`config.mk`:
```
export PLATFORM = sky130hd
export DESIGN_NAME = vram_bus_bridge
export DESIGN_NICKNAME = d
export VERILOG_FILES = /design/src/rtl/vram_bridge_pkg.sv /design/src/rtl/vram_addr_decode.sv /design/src/rtl/vram_bus_bridge.sv
export SDC_FILE = /design/constraint.sdc
export NUM_CORES = 1
export LEC_CHECK = 0
export BUFFER_PORTS_ARGS = -buffer_cell sky130_fd_sc_hd__buf_2
export CAP_MARGIN = 0
export CELL_PAD_IN_SITES_DETAIL_PLACEMENT = 0
export CELL_PAD_IN_SITES_GLOBAL_PLACEMENT = 1
export CORE_ASPECT_RATIO = 0.6
export CORE_MARGIN = 5
export CORE_UTILIZATION = 32
export CTS_BUF_LIST = sky130_fd_sc_hd__clkbuf_8 sky130_fd_sc_hd__clkbuf_16
export CTS_CLUSTER_SIZE = 28
export DETAILED_ROUTE_END_ITERATION = 6
export PLACE_DENSITY = 0.85
export SETUP_SLACK_MARGIN = 0.1
export SLEW_MARGIN = 15
export SYNTH_ARGS = -nofsm -noshare
export SYNTH_HDL_FRONTEND = slang
export SYNTH_SLANG_ARGS = --single-unit
```
`constraint.sdc`:
```
create_clock -name clk -period 3.1 [get_ports clk]
set_input_delay 0.155 -clock clk [delete_from_list [all_inputs] [get_ports clk]]
set_output_delay 0.155 -clock clk [all_outputs]
set_load 0.02 [all_outputs]
```
`src/rtl/vram_bridge_pkg.sv`:
```
// Shared types and helpers for the VRAM bus bridges: FSM encodings, bank-select width, clog2.
// Pure declarations; no latency or flow control of its own.
package vram_bridge_pkg;

    typedef enum logic [1:0] {
        ST_IDLE    = 2'd0,
        ST_ACCESS  = 2'd1,
        ST_WAIT    = 2'd2,
        ST_CAPTURE = 2'd3
    } state_t;

    localparam int SEL_W = 3;

    function automatic int clog2(input int value);
        int r;
        r = 0;
        while ((1 << r) < value) r = r + 1;
        return r;
    endfunction

endpackage

```
`src/rtl/vram_addr_decode.sv`:
```
// Splits a CPU bus address into window hit, bank select and in-bank word offset.
// Latency: combinational; backpressure: none.
module vram_addr_decode
    import vram_bridge_pkg::*;
#(
    parameter int              ADDR_W    = 27,
    parameter int              NUM_BANKS = 2,
    parameter int              BANK_AW   = 10,
    parameter logic [ADDR_W-1:0] BASE_ADDR = 'hC000
) (
    input  logic [ADDR_W-1:0]  address,
    output logic               in_range,
    output logic [SEL_W-1:0]   sel,
    output logic [BANK_AW-1:0] offset
);

    logic [ADDR_W-1:0] local_addr;

    assign local_addr = address - BASE_ADDR;
    assign sel        = local_addr[BANK_AW +: SEL_W];
    assign offset     = local_addr[BANK_AW-1:0];

    // Bits above the select field must be clear, otherwise the window would alias upward.
    assign in_range = (address >= BASE_ADDR)
                   && ({1'b0, sel} < (SEL_W+1)'(NUM_BANKS))
                   && ((local_addr >> (BANK_AW + SEL_W)) == '0);

endmodule

```
`src/rtl/vram_bus_bridge.sv`:
```
// CPU memory bus to NUM_BANKS VRAM CPU ports; VRAM_MIRROR_EN adds write mirroring SRC->DST.
// Latency: write busy 1 cycle, read busy RD_LAT+1 cycles; start is ignored (not queued) while busy.
module vram_bus_bridge
    import vram_bridge_pkg::*;
#(
    parameter int                DATA_W     = 32,
    parameter int                ADDR_W     = 27,
    parameter int                NUM_BANKS  = 2,
    parameter int                BANK_AW    = 10,
    parameter logic [ADDR_W-1:0] BASE_ADDR  = 'hC000,
    parameter int                RD_LAT     = 1,
    parameter int                MIRROR_SRC = 0,
    parameter int                MIRROR_DST = 1
) (
    input  logic                        clk,
    input  logic                        reset,
    input  logic [ADDR_W-1:0]           address,
    input  logic [DATA_W-1:0]           data,
    input  logic                        we,
    input  logic                        start,
    output logic                        busy,
    output logic [DATA_W-1:0]           q,
    output logic [BANK_AW-1:0]          bank_addr,
    output logic [DATA_W-1:0]           bank_d,
    output logic [NUM_BANKS-1:0]        bank_we,
    input  logic [NUM_BANKS*DATA_W-1:0] bank_q
);

    localparam int CNT_W = clog2(RD_LAT + 1);

`ifdef VRAM_MIRROR_EN
    localparam bit MIRROR_ON = 1'b1;
`else
    localparam bit MIRROR_ON = 1'b0;
`endif

    state_t             state;
    logic               we_r;
    logic               in_range_r;
    logic [SEL_W-1:0]   sel_r;
    logic [CNT_W-1:0]   cnt;

    logic               dec_in_range;
    logic [SEL_W-1:0]   dec_sel;
    logic [BANK_AW-1:0] dec_offset;
    logic [NUM_BANKS-1:0] wr_mask;
    logic [DATA_W-1:0]  rd_word;

    vram_addr_decode #(
        .ADDR_W    (ADDR_W),
        .NUM_BANKS (NUM_BANKS),
        .BANK_AW   (BANK_AW),
        .BASE_ADDR (BASE_ADDR)
    ) u_decode (
        .address  (address),
        .in_range (dec_in_range),
        .sel      (dec_sel),
        .offset   (dec_offset)
    );

    always_comb begin
        wr_mask = '0;
        for (int i = 0; i < NUM_BANKS; i++) begin
            if (dec_sel == SEL_W'(i)) wr_mask[i] = 1'b1;
        end
        if (MIRROR_ON && (dec_sel == SEL_W'(MIRROR_SRC))) wr_mask[MIRROR_DST] = 1'b1;
        if (!dec_in_range) wr_mask = '0;
    end

    always_comb begin
        rd_word = '0;
        for (int i = 0; i < NUM_BANKS; i++) begin
            if (sel_r == SEL_W'(i)) rd_word = bank_q[i*DATA_W +: DATA_W];
        end
    end

    always_ff @(posedge clk) begin
        if (reset) begin
            state      <= ST_IDLE;
            busy       <= 1'b0;
            q          <= '0;
            bank_addr  <= '0;
            bank_d     <= '0;
            bank_we    <= '0;
            we_r       <= 1'b0;
            in_range_r <= 1'b0;
            sel_r      <= '0;
            cnt        <= '0;
        end else begin
            case (state)
                ST_IDLE: begin
                    if (start) begin
                        bank_addr  <= dec_offset;
                        bank_d     <= data;
                        bank_we    <= we ? wr_mask : '0;
                        we_r       <= we;
                        in_range_r <= dec_in_range;
                        sel_r      <= dec_sel;
                        busy       <= 1'b1;
                        state      <= ST_ACCESS;
                    end
                end
                ST_ACCESS: begin
                    bank_we <= '0;
                    if (we_r) begin
                        busy  <= 1'b0;
                        state <= ST_IDLE;
                    end else if (RD_LAT <= 1) begin
                        state <= ST_CAPTURE;
                    end else begin
                        cnt   <= CNT_W'(RD_LAT - 2);
                        state <= ST_WAIT;
                    end
                end
                ST_WAIT: begin
                    if (cnt == '0) state <= ST_CAPTURE;
                    else           cnt   <= cnt - CNT_W'(1);
                end
                ST_CAPTURE: begin
                    // Bank data is valid now that bank_addr has been held for RD_LAT cycles.
                    q     <= in_range_r ? rd_word : '0;
                    busy  <= 1'b0;
                    state <= ST_IDLE;
                end
                default: state <= ST_IDLE;
            endcase
        end
    end

endmodule
```
# Word-level counts from Yosys, hierarchy flattened
# Cells that the tools add are included.
# Widths: inputs -> output; s select.
dict set report op_classes {
  n_mul 0
  addsub 2
  reduce_logical 12
  n_eq_ne 8
  div_mod_pow 0
  n_bitwise 0
  mux 17
  shift 0
  n_lt_le_gt_ge 2
}
# cell n
set ops {}
lappend ops {{$mux 32} 3}
lappend ops {{$ge 27x16->1 const B} 1}
lappend ops {{$logic_not 27->1} 1}
lappend ops {{$sub 27x16->27 const B} 1}
lappend ops {{$mux 2} 6}
lappend ops {{$pmux 2 s4} 1}
lappend ops {{$eq 3x1->1 const B} 2}
lappend ops {{$logic_not 3->1} 2}
lappend ops {{$ne 2x2->1 const B} 3}
lappend ops {{$reduce_and 2->1} 3}
lappend ops {{$mux 1} 5}
lappend ops {{$eq 2x2->1 const B} 2}
lappend ops {{$pmux 2 s2} 1}
lappend ops {{$lt 3x2->1 const B} 1}
lappend ops {{$pmux 1 s3} 1}
lappend ops {{$reduce_and 3->1} 1}
lappend ops {{$reduce_bool 3->1} 1}
lappend ops {{$eq 2x1->1 const B} 1}
lappend ops {{$logic_and 1x1->1} 2}
lappend ops {{$logic_not 2->1} 1}
lappend ops {{$reduce_bool 2->1} 1}
lappend ops {{$sub 1x1->1 const B} 1}
dict set report totals {
  n_memories 0
  inputBits 127
  latchBits 0
  elab_cells 51
  ff_bits 85
  rom_bits 0
  out_inout_bits 77
  ram_bits 0
}

# Longest topological paths before layout
# Gate-level depths: netlist (run 1).
dict set report logic_depth {
  depth_word 8
  mapped_depth 6
  mapped_depth_nobuf 5
}

# Hierarchy
# A second synthesis (run 1) with hierarchy kept.
dict set report unflattened {
  hier_cells 394
  area_unflattened_um2 3343.2
}
# module cells_per_inst area_per_inst_um2 n_inst seq_area_each_um2
set by_module_without_submodules {}
lappend by_module_without_submodules {vram_bus_bridge 370 3145.5 1 1681.6}
lappend by_module_without_submodules {vram_addr_decode 24 197.7 1 0.0}

# Worst setup path before layout (run 1)
# No wires, ideal clock.
dict set report synth_timing {
  path_kind {input port to flip-flop}
  startpoint {input port address[14]}
  endpoint {register bank_we[0]}
  n_path_buf 0
  slack_ps 1537
  arrival_ps 1467
  required_ps 3004
  path_stages 4
  setup_ps 96
  cell_sequence {ha_1 > or4b_1 > a221o_1 > o41ai_2}
}
dict set report synth_between {
  elab_chain_cells 7
  word_cells_on_any_way 9
  classes_between {add/sub: 1; order compare: 1; mux: 4; reduce/logical: 3}
}
# element line
set synth_lines {}
lappend synth_lines {{from (decl)} vram_bus_bridge.sv:17} ;# input logic [ADDR_W-1:0] address,
lappend synth_lines {{$sub 27x16->27 or $ge 27x16->1 (tied branches)} {vram_addr_decode.sv:19, vram_addr_decode.sv:24}}
lappend synth_lines {{$logic_not 27->1 or $logic_and 1x1->1 (tied branches)} {vram_addr_decode.sv:26, vram_addr_decode.sv:25}}
lappend synth_lines {{$logic_and 1x1->1 *} vram_addr_decode.sv:26} ;# && ((local_addr >> (BANK_AW + SEL_W)) == '0);
lappend synth_lines {{$mux 2 *} vram_bus_bridge.sv:67} ;# if (!dec_in_range) wr_mask = '0;
lappend synth_lines {{$mux 2 *} vram_bus_bridge.sv:95} ;# bank_we <= we ? wr_mask : '0;
lappend synth_lines {{$mux 2 *} vram_bus_bridge.sv:92} ;# if (start) begin
lappend synth_lines {{$pmux 2 s2 *} vram_bus_bridge.sv:90} ;# case (state)
lappend synth_lines {{to (signal assigned)} vram_bus_bridge.sv:95}
lappend synth_lines {{to (decl)} vram_bus_bridge.sv:25} ;# output logic [NUM_BANKS-1:0] bank_we,
# Mark *: on every way between the ends. The rest lies on a longest branch, timed or not. The select of a mux whose other input is x is not followed.
# A chain may end at the register's enable or synchronous reset.

# Worst setup path after layout (run 1)
dict set report layout_timing {
  startpoint {register sel_r[0]}
  endpoint {register q[19]}
}
dict set report layout_between {
  elab_chain_cells 4
  word_cells_on_any_way 5
  classes_between {eq/ne: 1; mux: 3; reduce/logical: 1}
}
# element line
set layout_lines {}
lappend layout_lines {{from (decl)} vram_bus_bridge.sv:40} ;# logic [SEL_W-1:0] sel_r;
lappend layout_lines {{from (signal assigned)} vram_bus_bridge.sv:98} ;# sel_r <= dec_sel;
lappend layout_lines {{$logic_not 3->1} vram_bus_bridge.sv:73} ;# if (sel_r == SEL_W'(i)) rd_word = bank_q[i*DATA_W +: DATA_W];
lappend layout_lines {{$mux 32} vram_bus_bridge.sv:73}
lappend layout_lines {{$mux 32 *} vram_bus_bridge.sv:73}
lappend layout_lines {{$mux 32 *} vram_bus_bridge.sv:121} ;# q <= in_range_r ? rd_word : '0;
lappend layout_lines {{to (signal assigned)} vram_bus_bridge.sv:121}
lappend layout_lines {{to (decl)} vram_bus_bridge.sv:22} ;# output logic [DATA_W-1:0] q,
# Mark *: on every way between the ends. The rest lies on a longest branch, timed or not.

==> run_results.csv, run 1 <==
group,metric,value,unit
floorplanning,placementRows,29,
timing,rsz0062_at_grt,"false",
floorplanning,io_pins,204,
setup_path,setup.worst_path.end_class,"flop",
floorplanning,die_w,143,µm
timing,skew,0.00688,ns
drt,routed_wirelength,10.0,mm
status,status,"completed",
placed_design,dp.cells,733,
drt,drc,0,
timing,final.setup.tns,0,ns
clocking,cts-hold-fix-buffers,0,
timing,post-route-min-period,1.76,ns
pwr,power,2.67,mW
synth,ys_warn_count,0,
timing,setup_slack,1.34,ns
setup_path,arrival,1.95,ns
synth,yosysSeqAreaShare,49.5,%
final_layout,drive_gt1_share,37.4,%
drt,via_count,3509,
clocking,cts_tree,"done",
setup_path,start_kind,"flop",
drt,wl_per_cell,13.4,µm
pwr,power_frac_seq,45.2,%
synth,synth_edf_count,0,
global_routing,grt_pass1_vias,3299,
pwr,power.internal,1.89,mW
floorplanning,fp.dieArea,12800,µm²
clocking,post_cts_resized,0,
synth,synth_fp_nets,549,
pwr,p_leak,2.18,nW
pwr,power_switching_share,29.3,%
final_layout,instances_no_fill,749,
timing,clock.fmax,569,MHz
floorplanning,initial_core_util,32.5,%
drt,avgViaCountPerCell,4.68,
drt,dr.pass1.iters,4,
pwr,switchingPower,784,µW
global_routing,antenna_found_initial,0,
pwr,power_density,560,nW/µm²
run,maxCapViolations,0,
final_layout,area_growth,40.4,%
pwr,comb_power_share,18.1,%
setup_path,worstPathRequired,3.29,ns
setup_path,path_max_fanout,33,
final_layout,antenna_cells,0,
timing,hold_viol,0,
global_routing,grt_usage,14.8,%
placed_design,placed_area,4490,µm²
clocking,cts_sinks,84,
synth,ys_seq_elements,84,
timing,timing.final.max_slew_violations,0,
synth,syn-cell-area,3400,µm²
synth,netlist_instances,421,
clocking,cts_buffers,9,
placed_design,place.port_buffers,203,
global_routing,overflow,0,
timing,worst_pin_slew,1.05,ns
global_routing,grt_pass1_wl,15.7,mm
timing,setup_violations,0,
clocking,cts_root_buffer,"clkbuf_16",
pwr,clockPowerShare,36.7,%
placed_design,dp_hpwl,7.38,mm
drt,ant_nets,0,
floorplanning,die_h,89.8,µm
floorplanning,core_area,10500,µm²
clocking,post-cts-setup-buffer-count,0,
worst_hold_path,hold_path_class,"input pin to flop",
synth,netlist-cell-type-count,30,
timing,slew_headroom,30.1,%
global_routing,grt_max_degree,84,
pwr,vdd_drop_max,0.282,mV
clocking,clkTransAtPathRegs,0.07,ns
synth,async_flop_share,0,%
clocking,clockBufferDepth,2,
synth,syn_area_per_cell,8.07,µm²
final_layout,design_area,4770,µm²
placed_design,preCtsSetupSlack,1.31,ns
final_layout,nets,733,
clocking,insertion_delay,0.33,ns
synth,synthFlopType,"dfxtp_1",
drt,initialDrtViolationCount,156,
clocking,htreeDepth,3,
timing,fin_crit_sh,56.7,%
placed_design,place.gp.congestion,0.849,
setup_path,worst-setup-path-type,"flop to flop",
-- metrics by stage --
stage | hold WS [ns] | utilization [%]
after floorplan | 0.254 | -
after global routing | 0.0420 | 45.6
after global placement | 0.395 | 43.0
after detailed placement | 0.401 | 43.0
final | 0.0542 | 45.6
after CTS | 0.0393 | 45.6
-- worst max-delay path: stages (launching register included) --
cell,delay (ns)
dfxtp_2,0.98
mux2i_1,0.32
nor3_1,0.07
a21oi_1,0.16
nor2_1,0.06
-- Yosys cell counts (2+ instances only) --
master | instances | area (µm²)
nand2_1 | 95 | 357
dfxtp_1 | 84 | 1680
a21oi_1 | 82 | 410
nor2_1 | 36 | 135
mux2i_1 | 33 | 330
nor3_1 | 33 | 165
clkbuf_1 | 29 | 109
buf_1 | 3 | 11.3
nand3b_1 | 2 | 15.0
nor3b_1 | 2 | 15.0
o21ai_0 | 2 | 10.0
o31ai_1 | 2 | 15.0
-- power by group through the flow --
| stage | clock, mW | sequential (mW) | combinational, mW |
|---|---|---|---|
| after global placement | 0 | 1.23 | 0.480 |
| after detailed placement | 0 | 1.23 | 0.491 |
| final | 0.979 | 1.21 | 0.484 |
| after CTS | 1.02 | 1.21 | 0.492 |
| after floorplan | 0 | 1.28 | 0.245 |
| after global routing | 1.06 | 1.22 | 0.538 |
-- cell usage in the layout, fill, tap and decap left out, types with 2 or more instances in the layout --
cell       synthesis  layout
dfxtp_1           84      83
o31ai_1            2       2
mux2i_1           33      33
buf_4              0       3
clkbuf_16          0       9
clkinv_4           0       2
buf_2              1     203
nor2_1            36      36
nor3_1            33      33
inv_1              1       2
nand3b_1           2       2
o21ai_0            2       2
nand2_1           95      94
a21oi_1           82      82
inv_6              0       2
-- cell type report --
cell class / instances / area [µm²]
fillers: 1061 / 5680
flip-flops and latches: 84 / 1680
multi-input cells: 303 / 1590
repair buffers: 206 / 1040
clock buffers: 9 / 225
well taps: 139 / 174
clock inverters: 7 / 51.3
inverters: 1 / 3.75
-- state kept, by name, indices dropped and copies added (netlist names) --
register,flops
bank_addr,10
bank_d,32
bank_we,2
busy,1
in_range_r,1
q,32
sel_r,3
state,2
we_r,1
-- cells by family after synthesis --
family                   after synthesis  share of synthesized area (%)
adder cells (fa/ha/maj)                1                          0.368
AND/OR/NAND/NOR                      178                           22.3
multiplexers                          33                           9.73
AO/OA/AOI/OAI                         91                           14.3
flip-flops                            84                           49.5
buffers and inverters                 34                           3.79
-- final timing paths --
path | startpoint | endpoint | slack, ns | cells after the start
worst max register to register | sel_r[0] | q[19] | 1.34 | 4
worst max-delay path | sel_r[0] | q[19] | 1.34 | 4
worst min-delay path | data[30] | bank_d[30] | 0.05 | 3
worst min register to register | sel_r[2] | sel_r[2] | 0.45 | 2
-- routing by layer --
metal | up-vias | global-route usage, % | routed length (µm)
li1 | 1794 | - | -
met1 | 1582 | 18.7 | 4290
met2 | 121 | 23.0 | 4570
met3 | 12 | 6.47 | 1050
met4 | 0 | 4.27 | 121
met5 | - | 0 | 0
No activity file was read; power rests on OpenSTA's default activity.
==> inputs of run 2 (changes only) <==
--- a/config.mk
+++ b/config.mk
@@ -5,17 +5,18 @@
 export SDC_FILE = /design/constraint.sdc
 export NUM_CORES = 1
 export LEC_CHECK = 0
+export ABC_AREA = 1
 export BUFFER_PORTS_ARGS = -buffer_cell sky130_fd_sc_hd__buf_2
 export CAP_MARGIN = 0
 export CELL_PAD_IN_SITES_DETAIL_PLACEMENT = 0
 export CELL_PAD_IN_SITES_GLOBAL_PLACEMENT = 1
 export CORE_ASPECT_RATIO = 0.6
 export CORE_MARGIN = 5
-export CORE_UTILIZATION = 32
+export CORE_UTILIZATION = 27
 export CTS_BUF_LIST = sky130_fd_sc_hd__clkbuf_8 sky130_fd_sc_hd__clkbuf_16
 export CTS_CLUSTER_SIZE = 28
 export DETAILED_ROUTE_END_ITERATION = 6
-export PLACE_DENSITY = 0.85
+export PLACE_DENSITY = 0.76
 export SETUP_SLACK_MARGIN = 0.1
 export SLEW_MARGIN = 15
 export SYNTH_ARGS = -nofsm -noshare
==> constraint.sdc (replaced) <==
create_clock -name clk -period 1.54 [get_ports clk]
set_input_delay 0.077 -clock clk [delete_from_list [all_inputs] [get_ports clk]]
set_output_delay 0.077 -clock clk [all_outputs]
set_load 0.02 [all_outputs]
==> run 2 against run 1 <==
Net effect:
- global-route usage down 0.41 points
- highest routed layer unchanged
- first-iteration DRC count rose by 9.0%
- critical path type unchanged
- critical path depth rose by 1
- sequential cell count is the same
- fmax is 39% higher
- synthesized cell count increased by 22%
- core utilization fell by 4.3 points
- count of clock-buffer cells in the layout up 1
==> run_results.csv, run 2 <==
group,metric,value,unit
status,status,"completed",
pwr,power.internal,4.93,mW
final_layout,nets,853,
floorplanning,io_pins,204,
synth,yosysMostFrequentCell,"nor2_1",
synth,synth_edf_count,0,
synth,netlist_instances,512,
floorplanning,fp.dieArea,15900,µm²
synth,synthFlopType,"dfxtp_1",
global_routing,overflow,0,
synth,async_flop_share,0,%
clocking,insertion_delay,0.34,ns
pwr,switchingPower,2.43,mW
placed_design,place.port_buffers,203,
timing,clock.fmax,792,MHz
clocking,cts_root_buffer,"clkbuf_16",
synth,syn-cell-area,3620,µm²
setup_path,arrival,1.48,ns
drt,ant_nets,0,
pwr,vdd_drop_max,0.595,mV
drt,wl_per_cell,12.9,µm
final_layout,layout_commonest_cell,"buf_2",
clocking,clkTransAtPathRegs,0.07,ns
floorplanning,die_h,99.8,µm
global_routing,grt_max_degree,47,
synth,synth.area.top_cells,"dfxtp_1 (46%), nor2_1 (9.8%), nand2_1 (8.3%), o21ai_0 (8.0%), a21oi_1 (5.4%)",
pwr,p_leak,2.62,nW
drt,routed_wirelength,11.6,mm
setup_path,worstPathRequired,1.76,ns
pwr,power_density,1370,nW/µm²
clocking,cts_tree,"done",
run,maxCapViolations,0,
synth,synthSimpleGateAreaFrac,26.6,%
pwr,power_switching_share,33.0,%
drt,via_count,3933,
final_layout,nFillCells,1365,
setup_path,path_buf_inv,1,
timing,post-route-min-period,1.26,ns
timing,skew,0.0103,ns
floorplanning,core_area,13000,µm²
setup_path,start_kind,"flop",
synth,syn_area_per_cell,7.08,µm²
final_layout,drive_gt1_share,33.2,%
synth,synth_xor_area_share,0.242,%
final_layout,layout_common_cells,"buf_2 (203), nor2_1 (95), dfxtp_1 (84)",
synth,yosysTopAreaCellShare,46.4,%
placed_design,placed_area,4800,µm²
synth,ys_warn_count,0,
worst_hold_path,hold_path_class,"input pin to flop",
floorplanning,initial_core_util,27.9,%
clocking,cts_sinks,84,
pwr,power_frac_seq,36.1,%
global_routing,grt_pass1_wl,19.0,mm
setup_path,slowest_stage,"dfxtp_1",
timing,final.setup.tns,0,ns
timing,rsz0062_at_grt,"false",
drt,initialDrtViolationCount,170,
drt,dr.pass1.iters,5,
final_layout,design_area,5380,µm²
synth,netlist-cell-type-count,26,
global_routing,grt_pass1_vias,3887,
final_layout,antenna_cells,0,
final_layout,top_regs,"bank_d: 32 flops, q: 32 flops, bank_addr: 10 flops",
setup_path,worst-setup-path-type,"flop to flop",
timing,worst_pin_slew,0.417,ns
timing,hold_viol,0,
drt,avgViaCountPerCell,4.37,
timing,slew_headroom,72.2,%
drt,drc,0,
clocking,cts_buffers,9,
timing,setup_violations,0,
setup_path,setup.worst_path.end_class,"flop",
floorplanning,die_w,160,µm
synth,synth-compound-area-share,17.3,%
placed_design,dp_hpwl,8.76,mm
synth,yosys.area.top_type,"dfxtp_1",
synth,synth_fp_nets,640,
synth,synth_mux_area_share,0,%
placed_design,place.gp.congestion,0.843,
synth,synthAdderAreaFrac,0.345,%
placed_design,preCtsSetupSlack,0.284,ns
global_routing,antenna_found_initial,0,
setup_path,crit_path_max_incr_delay,0.34,ns
clocking,htreeDepth,3,
pwr,comb_power_share,29.9,%
setup_path,crit_chain,"nor2_2, nand2_2, buf_4, o21ai_0, nor2_1",
clocking,post_cts_resized,0,
clocking,clockBufferDepth,2,
synth,ys_seq_elements,84,
timing,fin_crit_sh,81.9,%
synth,synth_top_family_by_area,"simple AND/OR/NAND/NOR gates",
final_layout,area_growth,48.4,%
pwr,clockPowerShare,34.0,%
setup_path,path_max_fanout,46,
timing,timing.final.max_slew_violations,0,
floorplanning,placementRows,32,
synth,synthTopCellsByCount,"nor2_1 (95), dfxtp_1 (84), nand2_1 (80)",
setup_path,path_delay_family,"flip-flops",
synth,yosysSeqAreaShare,46.4,%
timing,setup_slack,0.278,ns
global_routing,grt_usage,14.4,%
## run 2: logic make-up (layout without fill, tap and decap cells)
logic type	after synthesis	count (layout)
simple gates	228	228
compound gates	123	123
buf+inv	75	293
fa+ha+maj	1	1
xor+xnor	1	1
flops	84	84
## run 2: power groups by stage
stage / combinational [mW] / sequential, mW / clock, mW
after global routing: 2.46 / 2.69 / 2.68
after global placement: 2.14 / 2.69 / 0
after detailed placement: 2.16 / 2.70 / 0
after CTS: 2.21 / 2.66 / 2.58
after floorplan: 1.13 / 3.01 / 0
final: 2.20 / 2.66 / 2.50
## run 2: stage by stage
step / cells / power [mW] / hold slack [ns] / util, %
after floorplan: 512 / 4.14 / 0.162 / -
after global placement: 861 / 4.83 / 0.326 / 36.9
after detailed placement: 861 / 4.86 / 0.332 / 36.9
after CTS: 900 / 7.45 / 0.000192 / 41.3
after global routing: 900 / 7.83 / 0.0166 / 41.3
final: 900 / 7.35 / 0.00797 / 41.3
## run 2: final timing paths
| check | from | end | slack, ns | cells after the start |
|---|---|---|---|---|
| worst max-delay path | state[0] | bank_d[8] | 0.28 | 5 |
| worst max register to register | state[0] | bank_d[8] | 0.28 | 5 |
| worst min-delay path | data[23] | bank_d[23] | 0.008 | 3 |
| worst min register to register | q[18] | q[18] | 0.46 | 2 |
## run 2: area by class of cell
cell class	instances	area, µm²	area share [%]
timing repair buffer	235	1360	25.4
clock inverter	6	111	2.07
clock buffer	10	239	4.44
sequential	84	1680	31.3
inverter	42	158	2.93
tap	170	213	3.96
multi-input combinational	353	1610	30.0
## run 2: layer usage
layer  vias up  routed length (µm)  track usage, %
met5         -                   0               0
met4         0                 102            3.60
met3         8                 848            4.93
met2       119                5010            21.8
met1      1743                5670            19.7
li1       2063                   -               -
## run 2: timing repair
| action | in CTS | in global routing |
|---|---|---|
| endpoints found under the setup margin | 0 | 0 |
| endpoints found under the hold margin | 23 | 0 |
| hold buffers | 23 | 0 |
| setup buffers | 0 | 0 |
## run 2: worst register-to-register path, stage by stage, from the launching register on
cell	delay [ns]
dfxtp_1	0.34
nor2_2	0.16
nand2_2	0.09
buf_4	0.25
o21ai_0	0.25
nor2_1	0.06
==> inputs of run 3 (changes only) <==
==> constraint.sdc (replaced) <==
create_clock -name clk -period 1 [get_ports clk]
set_input_delay 0.05 -clock clk [delete_from_list [all_inputs] [get_ports clk]]
set_output_delay 0.05 -clock clk [all_outputs]
set_load 0.02 [all_outputs]
==> run 3 against run 2 <==
Net effect:
- the run now ends with negative setup slack left
- highest routed layer unchanged
- combinational power rose to 2.6 times the previous value
- die area unchanged
- power rose by 85%
- non-clock buffer count is 53 higher
==> run_results.csv, run 3 (synthesis gave the netlist of run 2 again) <==
group,metric,value,unit
drt,routed_wirelength,14.7,mm
placed_design,dp_hpwl,9.03,mm
clocking,cts_sinks,84,
setup_path,crit_start,"sel_r[2]",
clocking,clockBufferDepth,2,
pwr,power_frac_seq,31.1,%
timing,post-route-min-period,1.26,ns
timing,final.setup.tns,-13.86,ns
timing,worst_pin_slew,0.405,ns
drt,dr.pass1.iters,6,
final_layout,instances_no_fill,954,
global_routing,grt_pass1_vias,4219,
floorplanning,io_pins,204,
final_layout,drive_gt1_share,48.4,%
floorplanning,fp.dieArea,15900,µm²
setup_path,worst-setup-path-type,"flop to flop",
placed_design,dp.cells,868,
floorplanning,core_area,13000,µm²
timing,setup_violations,83,
global_routing,antenna_found_initial,1,
status,violations,"negative setup slack",
pwr,power_switching_share,34.1,%
drt,initialDrtViolationCount,165,
timing,slew_headroom,73.0,%
floorplanning,placementRows,32,
setup_path,start_kind,"flop",
drt,ant_nets,0,
clocking,cts_root_buffer,"clkbuf_16",
placed_design,place.port_buffers,203,
pwr,vdd_drop_max,0.852,mV
setup_path,rr_startpoint,"sel_r[2]",
timing,timing.final.max_slew_violations,0,
pwr,p_leak,3.11,nW
clocking,clkTransAtPathRegs,0.06,ns
clocking,cts_tree,"done",
final_layout,layout_common_cells,"buf_2 (132), nor2_1 (89), nand2_1 (75)",
pwr,power_density,2000,nW/µm²
final_layout,top_regs,"bank_d: 32 flops, q: 32 flops, bank_addr: 10 flops",
run,maxCapViolations,0,
timing,setup_slack,-0.257,ns
setup_path,worstPathRequired,1.24,ns
final_layout,layout_commonest_cell,"buf_2",
global_routing,grt_usage,16.1,%
clocking,cts_buffers,9,
placed_design,place.gp.congestion,0.811,
floorplanning,die_h,99.8,µm
pwr,power.internal,8.94,mW
floorplanning,die_w,160,µm
final_layout,nets,907,
drt,avgViaCountPerCell,4.54,
pwr,comb_power_share,42.3,%
worst_hold_path,hold_path_class,"input pin to flop",
timing,clock.fmax,796,MHz
timing,hold_viol,0,
clocking,insertion_delay,0.33,ns
timing,fin_crit_sh,126,%
timing,skew,0.00820,ns
clocking,htreeDepth,3,
final_layout,nFillCells,1228,
global_routing,grt_pass1_wl,20.9,mm
setup_path,setup.worst_path.end_class,"flop",
status,status,"finished, violations left",
final_layout,design_area,6800,µm²
drt,wl_per_cell,15.4,µm
setup_path,arrival,1.50,ns
setup_path,path_max_fanout,8,
timing,rsz0062_at_grt,"true",
floorplanning,initial_core_util,27.9,%
drt,via_count,4327,
final_layout,area_growth,87.5,%
placed_design,placed_area,4940,µm²
worst_hold_path,hold_path_startpoint,"address[11]",
pwr,clockPowerShare,26.6,%
drt,drc,0,
global_routing,grt_max_degree,35,
global_routing,overflow,0,
pwr,switchingPower,4.63,mW
run 3: cell types whose count changed in the layout (fill, tap and decap cells not counted), moves of 19 or more:
cell	previous run	this run
dlygate4sd3_1	23	46
o21ai_0	58	2
o21ai_1	22	41
buf_2	203	132
o21ai_2	1	35
dfxtp_2	0	42
buf_6	0	19
dfxtp_1	84	39
buf_4	5	64
run 3: what timing repair did:
| action | in CTS | in global routing |
|---|---|---|
| pin swaps | 4 | 15 |
| hold buffers | 46 | 0 |
| gates cloned | 5 | 11 |
| resized for setup | 89 | 162 |
| setup buffers | 4 | 6 |
| endpoints found under the setup margin | 118 | 148 |
| endpoints found under the hold margin | 48 | 0 |
run 3: worst paths after layout:
| check | endpoint | slack (ns) | cells past startpoint |
|---|---|---|---|
| worst max-delay path | q[20] | -0.26 | 6 |
| worst min-delay path | sel_r[1] | 0.04 | 3 |
| worst max register to register | q[20] | -0.26 | 6 |
| worst min register to register | bank_d[15] | 0.46 | 2 |
run 3: stage by stage:
stage / total power [mW] / hold WS, ns / worst slack (ns) / util (%)
after floorplan: 6.54 / 0.128 / -0.0631 / -
after CTS: 12.4 / 0.0211 / -0.173 / 47.2
after detailed placement: 7.83 / 0.298 / -0.206 / 38.0
final: 13.6 / 0.0418 / -0.257 / 52.2
after global routing: 14.3 / 0.0165 / -0.287 / 52.2
after global placement: 7.76 / 0.283 / -0.161 / 38.0
run 3: layout make-up:
| type | instances | area [µm²] | share of cell area [%] |
|---|---|---|---|
| Tap cell | 170 | 213 | 3.13 |
| Sequential cell | 84 | 1750 | 25.7 |
| Antenna cell | 1 | 2.50 | 0.0368 |
| Inverter | 42 | 170 | 2.50 |
| Timing Repair inverter | 1 | 16.3 | 0.239 |
| Multi-Input combinational cell | 353 | 1900 | 27.9 |
| Clock buffer | 10 | 239 | 3.52 |
| Clock inverter | 5 | 85.1 | 1.25 |
| Timing Repair Buffer | 288 | 2430 | 35.7 |
run 3: per-layer routing:
metal / vias to the layer above / wire length, µm / track usage, %
met4: 0 / 180 / 4.07
met5: - / 0 / 0
li1: 2181 / - / -
met1: 1965 / 6950 / 21.0
met3: 15 / 1120 / 5.05
met2: 166 / 6480 / 25.9
run 3: power by group through the flow:
| stage | logic, mW | clock network, mW | registers [mW] |
|---|---|---|---|
| after floorplan | 1.90 | 0 | 4.64 |
| after global routing | 6.14 | 3.90 | 4.28 |
| after CTS | 4.52 | 3.73 | 4.14 |
| after detailed placement | 3.67 | 0 | 4.16 |
| final | 5.74 | 3.60 | 4.23 |
| after global placement | 3.62 | 0 | 4.14 |
run 3: critical path, stage by stage, from the launching register on:
cell       delay, ns
dfxtp_2         0.34
nand3b_1        0.17
buf_6           0.16
clkbuf_16       0.17
o21ai_2         0.12
nand2_1         0.07
a21oi_1         0.13
